===== config.mk =====
export PLATFORM = sky130hd
export DESIGN_NAME = ysyx_23060075_axi_arbiter
export DESIGN_NICKNAME = d
export VERILOG_FILES = /design/src/rtl/ysyx_23060075_axi_arbiter.sv
export SDC_FILE = /design/constraint.sdc
export NUM_CORES = 1
export LEC_CHECK = 0
export CORE_AREA = 2 2 203 205
export CTS_CLUSTER_SIZE = 40
export DETAILED_ROUTE_END_ITERATION = 12
export DIE_AREA = 0 0 205 207
export MAX_ROUTING_LAYER = met4
export PLACE_DENSITY = 0.47
export SYNTH_ARGS = -nofsm -noshare
export SYNTH_HDL_FRONTEND = slang
export SYNTH_SLANG_ARGS = --single-unit

===== constraint.sdc =====
create_clock -name clk -period 1.6 [get_ports clk]
set_clock_uncertainty 0.15 [all_clocks]
set_input_delay 0.32 -clock clk [delete_from_list [all_inputs] [get_ports clk]]
set_output_delay 0.32 -clock clk [all_outputs]
set_load 0.01 [all_outputs]

===== src/rtl/ysyx_23060075_axi_arbiter.sv =====
// Two-master (IFU read-only, LSU read/write) to one-slave AXI-lite arbiter.
// One transaction at a time; the grant is held until the response handshake completes.
module ysyx_23060075_axi_arbiter #(
  parameter int DATA_WIDTH = 32,
  parameter int MASK_WIDTH = 4
) (
  input  logic                  clk,
  input  logic                  rst,
  // m0: IFU, read only
  input  logic [DATA_WIDTH-1:0] m0_araddr,
  input  logic                  m0_arvalid,
  output logic                  m0_arready,
  output logic [DATA_WIDTH-1:0] m0_rdata,
  output logic [DATA_WIDTH-1:0] m0_rresp,
  output logic                  m0_rvalid,
  input  logic                  m0_rready,
  // m1: LSU, read and write
  input  logic [DATA_WIDTH-1:0] m1_araddr,
  input  logic                  m1_arvalid,
  output logic                  m1_arready,
  output logic [DATA_WIDTH-1:0] m1_rdata,
  output logic [DATA_WIDTH-1:0] m1_rresp,
  output logic                  m1_rvalid,
  input  logic                  m1_rready,
  input  logic [DATA_WIDTH-1:0] m1_awaddr,
  input  logic                  m1_awvalid,
  output logic                  m1_awready,
  input  logic [DATA_WIDTH-1:0] m1_wdata,
  input  logic [MASK_WIDTH-1:0] m1_wstrb,
  input  logic                  m1_wvalid,
  output logic                  m1_wready,
  output logic [DATA_WIDTH-1:0] m1_bresp,
  output logic                  m1_bvalid,
  input  logic                  m1_bready,
  // s: towards the crossbar
  output logic [DATA_WIDTH-1:0] s_araddr,
  output logic                  s_arvalid,
  input  logic                  s_arready,
  input  logic [DATA_WIDTH-1:0] s_rdata,
  input  logic [DATA_WIDTH-1:0] s_rresp,
  input  logic                  s_rvalid,
  output logic                  s_rready,
  output logic [DATA_WIDTH-1:0] s_awaddr,
  output logic                  s_awvalid,
  input  logic                  s_awready,
  output logic [DATA_WIDTH-1:0] s_wdata,
  output logic [MASK_WIDTH-1:0] s_wstrb,
  output logic                  s_wvalid,
  input  logic                  s_wready,
  input  logic [DATA_WIDTH-1:0] s_bresp,
  input  logic                  s_bvalid,
  output logic                  s_bready,
  // debug view of the grant state
  output logic [1:0]            st_dbg
);

  // Handshake rule on every channel: a transfer happens on the rising edge where
  // valid and ready are both high; valid, once raised, stays high until that edge.

  typedef enum logic [1:0] {IDLE = 2'd0, G0R = 2'd1, G1R = 2'd2, G1W = 2'd3} st_t;

  st_t  st, st_nxt;
  logic last, last_nxt;
  logic r0, r1;

  always_ff @(posedge clk) begin
    if (rst) begin
      st   <= IDLE;
      last <= 1'b1;
    end else begin
      st   <= st_nxt;
      last <= last_nxt;
    end
  end

  assign r0 = m0_arvalid;
  assign r1 = m1_arvalid | m1_awvalid;
  assign st_dbg = st;

  always_comb begin
    st_nxt   = st;
    last_nxt = last;
    unique case (st)
      IDLE: begin
        // m0 wins when alone or when m1 had the previous grant.
        if (r0 && (!r1 || last)) begin
          st_nxt   = G0R;
          last_nxt = 1'b0;
        end else if (r1) begin
          st_nxt   = m1_arvalid ? G1R : G1W;
          last_nxt = 1'b1;
        end
      end
      G0R, G1R: if (s_rvalid && s_rready) st_nxt = IDLE;
      G1W:      if (s_bvalid && s_bready) st_nxt = IDLE;
      default:  st_nxt = IDLE;
    endcase
  end

  always_comb begin
    m0_arready = 1'b0;
    m0_rdata   = '0;
    m0_rresp   = '0;
    m0_rvalid  = 1'b0;
    m1_arready = 1'b0;
    m1_rdata   = '0;
    m1_rresp   = '0;
    m1_rvalid  = 1'b0;
    m1_awready = 1'b0;
    m1_wready  = 1'b0;
    m1_bresp   = '0;
    m1_bvalid  = 1'b0;
    s_araddr   = '0;
    s_arvalid  = 1'b0;
    s_rready   = 1'b0;
    s_awaddr   = '0;
    s_awvalid  = 1'b0;
    s_wdata    = '0;
    s_wstrb    = '0;
    s_wvalid   = 1'b0;
    s_bready   = 1'b0;
    unique case (st)
      G0R: begin
        s_araddr   = m0_araddr;
        s_arvalid  = m0_arvalid;
        m0_arready = s_arready;
        m0_rdata   = s_rdata;
        m0_rresp   = s_rresp;
        m0_rvalid  = s_rvalid;
        s_rready   = m0_rready;
      end
      G1R: begin
        s_araddr   = m1_araddr;
        s_arvalid  = m1_arvalid;
        m1_arready = s_arready;
        m1_rdata   = s_rdata;
        m1_rresp   = s_rresp;
        m1_rvalid  = s_rvalid;
        s_rready   = m1_rready;
      end
      G1W: begin
        s_awaddr   = m1_awaddr;
        s_awvalid  = m1_awvalid;
        m1_awready = s_awready;
        s_wdata    = m1_wdata;
        s_wstrb    = m1_wstrb;
        s_wvalid   = m1_wvalid;
        m1_wready  = s_wready;
        m1_bresp   = s_bresp;
        m1_bvalid  = s_bvalid;
        s_bready   = m1_bready;
      end
      default: ;
    endcase
  end

endmodule


Word-level counts from Yosys, hierarchy flattened. Index checks and enable logic that the tools add are counted.

Register bits: 3. Input bits: 242. Output and inout bits: 274. Word-level logic and storage cells: 48.

Equality and inequality tests: 6. Mux-type cells: 29. Bitwise gates (word level): 1. Reduce and logical (&&, ||, !) cells: 10.

Operators with widths (count): two-way mux 32 bit (7); case mux 32 bit (2 select lines) (1); two-way mux 1 bit (13); two-way mux 2 bit (4); case mux 2 bit (3 select lines) (1); == test 2 bit (second input constant) (2); two-way mux 4 bit (1); inequality test 2 bit (second input constant) (2); case mux 1 bit (2 select lines) (2); logical AND 1 bit (3); inequality test 3 bit (second input constant) (1); AND reduction 3 bit (1); == test 2 x 1 -> 1 bit (second input constant) (1); logical NOT 2 bit (1); AND reduction 2 bit (1); nonzero test 2 bit (1); OR reduction 2 bit (1); logical NOT 1 bit (1); logical OR 1 bit (1); bitwise OR 1 bit (1).

Longest topological paths before layout.
Depth after elaboration: 6. Gate-level depth with buffers: 7. Mapped depth without buffers: 6.

Worst setup path after synthesis. OpenSTA, ideal clock, no wires.

Path type: register -> output. Start: register st[0], in the netlist st_dbg[0]. End: output port m0_rdata[21]. Arrival time: 1.399 ns. Data required time: 1.130 ns. Path slack: -0.269 ns. Cell stages (with the launch flop): 6. Path buffers: 3. Cell sequence: dfxtp_1 -> ha_1 -> buf_4 -> clkbuf_1 -> clkbuf_1 -> and2_1.

Longest elaborated chain between the ends: 2.

Ends and longest elaborated chain: start, declared (line 62) `st_t st, st_nxt;`; start signal, assigned (line 71) `st <= st_nxt;`; == test 2 x 1 -> 1 bit (line 122) `unique case (st)`; two-way mux 32 bit (line 122); end, declared (line 13) `output logic [DATA_WIDTH-1:0] m0_rdata,`.

No other way between the ends.

Worst setup path after layout.
Start: register st[1], in the netlist st_dbg[1]. End: output port s_araddr[26].

Longest elaborated chain between the ends: 2. Elaborated cells between the ends (all ways): 3.

Ends and longest elaborated chain: == test 2 bit or == test 2 x 1 -> 1 bit (tied branches) (line 122); case mux 32 bit (2 select lines) (*) (line 122); end, declared (line 36) `output logic [DATA_WIDTH-1:0] s_araddr,`.

Mark *: on every way between the ends. The rest lies on a longest branch, timed or not.

==> metrics.csv <==
stage,metric,value,unit
hold_path,min-delay worst type,reg2reg,
sta,endpoints failing setup,276,
sta,RSZ-0062 raised after global routing,yes,
floorplan,FP Rows,74,
placed_design,dpl hpwl,16.4,mm
drt,DRT Wirelength,25.1,mm
status,outcome,"finished, violations left",
clocking,"Hold-fix buffers, CTS",0,
global_route,gr ovfl total,0,
setup_path,slowest CP cell,dfxtp_4,
global_route,vias in the first global route,4798,
floorplan,full die area,42400,µm²
setup_path,crit path DAT,1.73,ns
logic_synthesis,Seq cells post-synth,3,
drt,Antenna Nets Post-Route,0,
sta,TNS Setup,-109.11,ns
setup_path,CP endpoint kind,output port,
pwr,pwr dens,1120,nW/µm²
logic_synthesis,YS warnings,0,
drt,DR vias/cell,3.23,
setup_path,CP Class,reg2out,
setup_path,worst-path fanout max,5,
final_layout,final-stage net count,1215,
sta,final worst slack,-0.599,ns
sta,Slew @ Worst Pin,0.388,ns
drt,post-route DRC violation count,0,
placed_design,IO buf count,515,
floorplan,Die Wd,205,µm
sta,fmax,455,MHz
floorplan,IO Count,516,
logic_synthesis,"Async S/R FF share, synth",0,
final_layout,Area Overhead vs Synth,315,%
final_layout,fraction of layout instances using a drive strength above 1,0.530,
logic_synthesis,Main synth FF type,dfxtp_1,
global_route,largest net degree at the start of global routing,50,
clocking,H-tree levels,1,
clocking,Clock Root Buffer,clkbuf_16,
logic_synthesis,"Seq/Total Area, Yosys",0.0259,
global_route,Total Routing Usage GR,0.101,
flow_run,Max Cap Violations,0,
floorplan,height of the die,207,µm
pwr,static leakage,4.70,nW
setup_path,Startpoint Class,flip-flop,
logic_synthesis,Mapped Avg Cell Area,6.32,µm²
logic_synthesis,Gate Count Post-Synth,367,
placed_design,area of placed instances,8400,µm²
setup_path,crit-path cells,"inv_4, ha_4, buf_6, buf_8, clkbuf_16, a22oi_2, nor2b_1, buf_2",
global_route,initial antenna violation count,2,
clocking,Num Clock Sinks,3,
floorplan,Initial Util,0.0575,
clocking,Clock Path Buffers,2,
logic_synthesis,number of synthesized flops with an enable pin,0,
floorplan,CORE AREA,40400,µm²
sta,post-layout min period,2.20,ns
drt,vias post-DR,4848,
clocking,CTS Buf Count,3,
sta,Final period util,1.37,
logic_synthesis,syn nets,613,
sta,Max-Slew Margin vs Limit,0.738,
sta,max-slew violation count,0,
clocking,CTS tree,done,
setup_path,Max stage delay on crit path,0.39,ns
sta,Final Hold Viols,0,
status,failing checks,setup timing,
drt,DR WL/cell,16.7,µm
setup_path,WP data required,1.13,ns
logic_synthesis,post-synthesis cell area,2320,µm²
drt,Pre-Repair DR Iteration Count,4,
final_layout,Final Instance Area,9630,µm²
clocking,Worst-Skew Late Latency,0.22,ns
pwr,worst vdd ir,778,µV
logic_synthesis,Synth cell types,19,
placed_design,RePlAce Congestion,0.920,
drt,drt first-iter violations,109,
global_route,first-pass GRT wire length,31.3,mm
clocking,clock-pin slew on the worst setup and hold paths,0.03,ns
## sequential cells by signal, summed over array words and instances (netlist names)
register  count
last          1
st_dbg        2
## layout make-up
type,count,area [µm²]
flip-flops and latches,3,67.6
repair buffers,633,6220
diodes,2,5.00
fillers,4429,30700
multi-input cells,326,2580
well taps,532,666
clock buffers,4,78.8
inverters,2,12.5
## per-layer routing
layer | wire [µm] | GRT usage
met4 | 200 | 0.00769
met1 | 10100 | 0.117
met2 | 13100 | 0.184
met3 | 1660 | 0.0206
met5 | 0 | -
## cell usage in the layout (no fill, tap or decap), types with 2 or more instances in the layout
cell type          n
and2_4            97
buf_16             7
buf_8             10
ha_4               4
buf_6            122
buf_12            22
dfxtp_4            2
buf_2             78
and2_1           141
buf_4             43
clkbuf_16         11
nor2b_2            2
clkdlybuf4s15_2    4
nand2_1            2
dlymetal6s2s_1    22
diode_2            2
a22oi_2           33
clkbuf_2          73
o21ai_0            3
clkdlybuf4s50_1  243
inv_4              2
nor2b_1           32
## critical path: cells and delay by family, from the launching register on
family          cells  cell delay, ns
simple gates        1            0.07
flops               1            0.39
fa+ha+maj           1            0.20
compound gates      1            0.21
buf+inv             5            0.62
## synthesized netlist by cell type, drive strengths merged (2+ instances only)
cell	count	area share
dfxtp	3	0.026
a22oi	34	0.11
ha	4	0.022
o21ai	4	0.0086
nand2	2	0.0032
inv	2	0.0032
buf	2	0.0065
and2	238	0.64
a21oi	2	0.0043
nor2b	35	0.094
clkbuf	34	0.055
## power by group
group	switching, mW	leakage, nW	internal (mW)
registers	0.0652	0.0261	0.122
logic	4.12	4.63	6.11
clock network	0.0664	0.0382	0.329
## metrics by stage
step / util / power (mW) / hold WS (ns) / instances / setup slack (ns)
final: 0.239 / 10.8 / 0.376 / 1502 / -0.599
after global routing: 0.239 / 11.5 / 0.417 / 1502 / -0.662
after CTS: 0.223 / 9.51 / 0.386 / 1448 / -0.819
after detailed placement: 0.208 / 7.15 / 0.365 / 1402 / -0.639
after global placement: 0.208 / 7.22 / 0.361 / 1402 / -0.617
after floorplan: - / 3.12 / 0.229 / 367 / -0.0416
## kinds of logic (layout without fill, tap and decap cells)
family,count (synthesis),in the layout,synth area share
AND/OR/NAND/NOR,279,279,0.751
AO/OA/AOI/OAI,43,43,0.136
buffers and inverters,38,639,0.0647
adder cells (fa/ha/maj),4,4,0.0216
flip-flops,3,3,0.0259
other,0,2,0
## worst paths after layout
path / start / to / slack (ns) / depth (start not counted)
setup / recovery: st_dbg[1] / s_araddr[26] / -0.60 / 8
hold / removal: last / last / 0.38 / 2
setup reg to reg: st_dbg[1] / st_dbg[0] / -0.58 / 9
hold reg to reg: last / last / 0.38 / 2
## what timing repair did
| action | CTS | global route |
|---|---|---|
| setup buffers | 32 | 44 |
| setup endpoints to repair | 276 | 276 |
| hold endpoints to repair | 0 | 0 |
| cloned | 10 | 14 |
| gates resized for setup | 609 | 512 |
| pin swaps | 14 | 26 |
No activity file was read; power rests on OpenSTA's default activity.
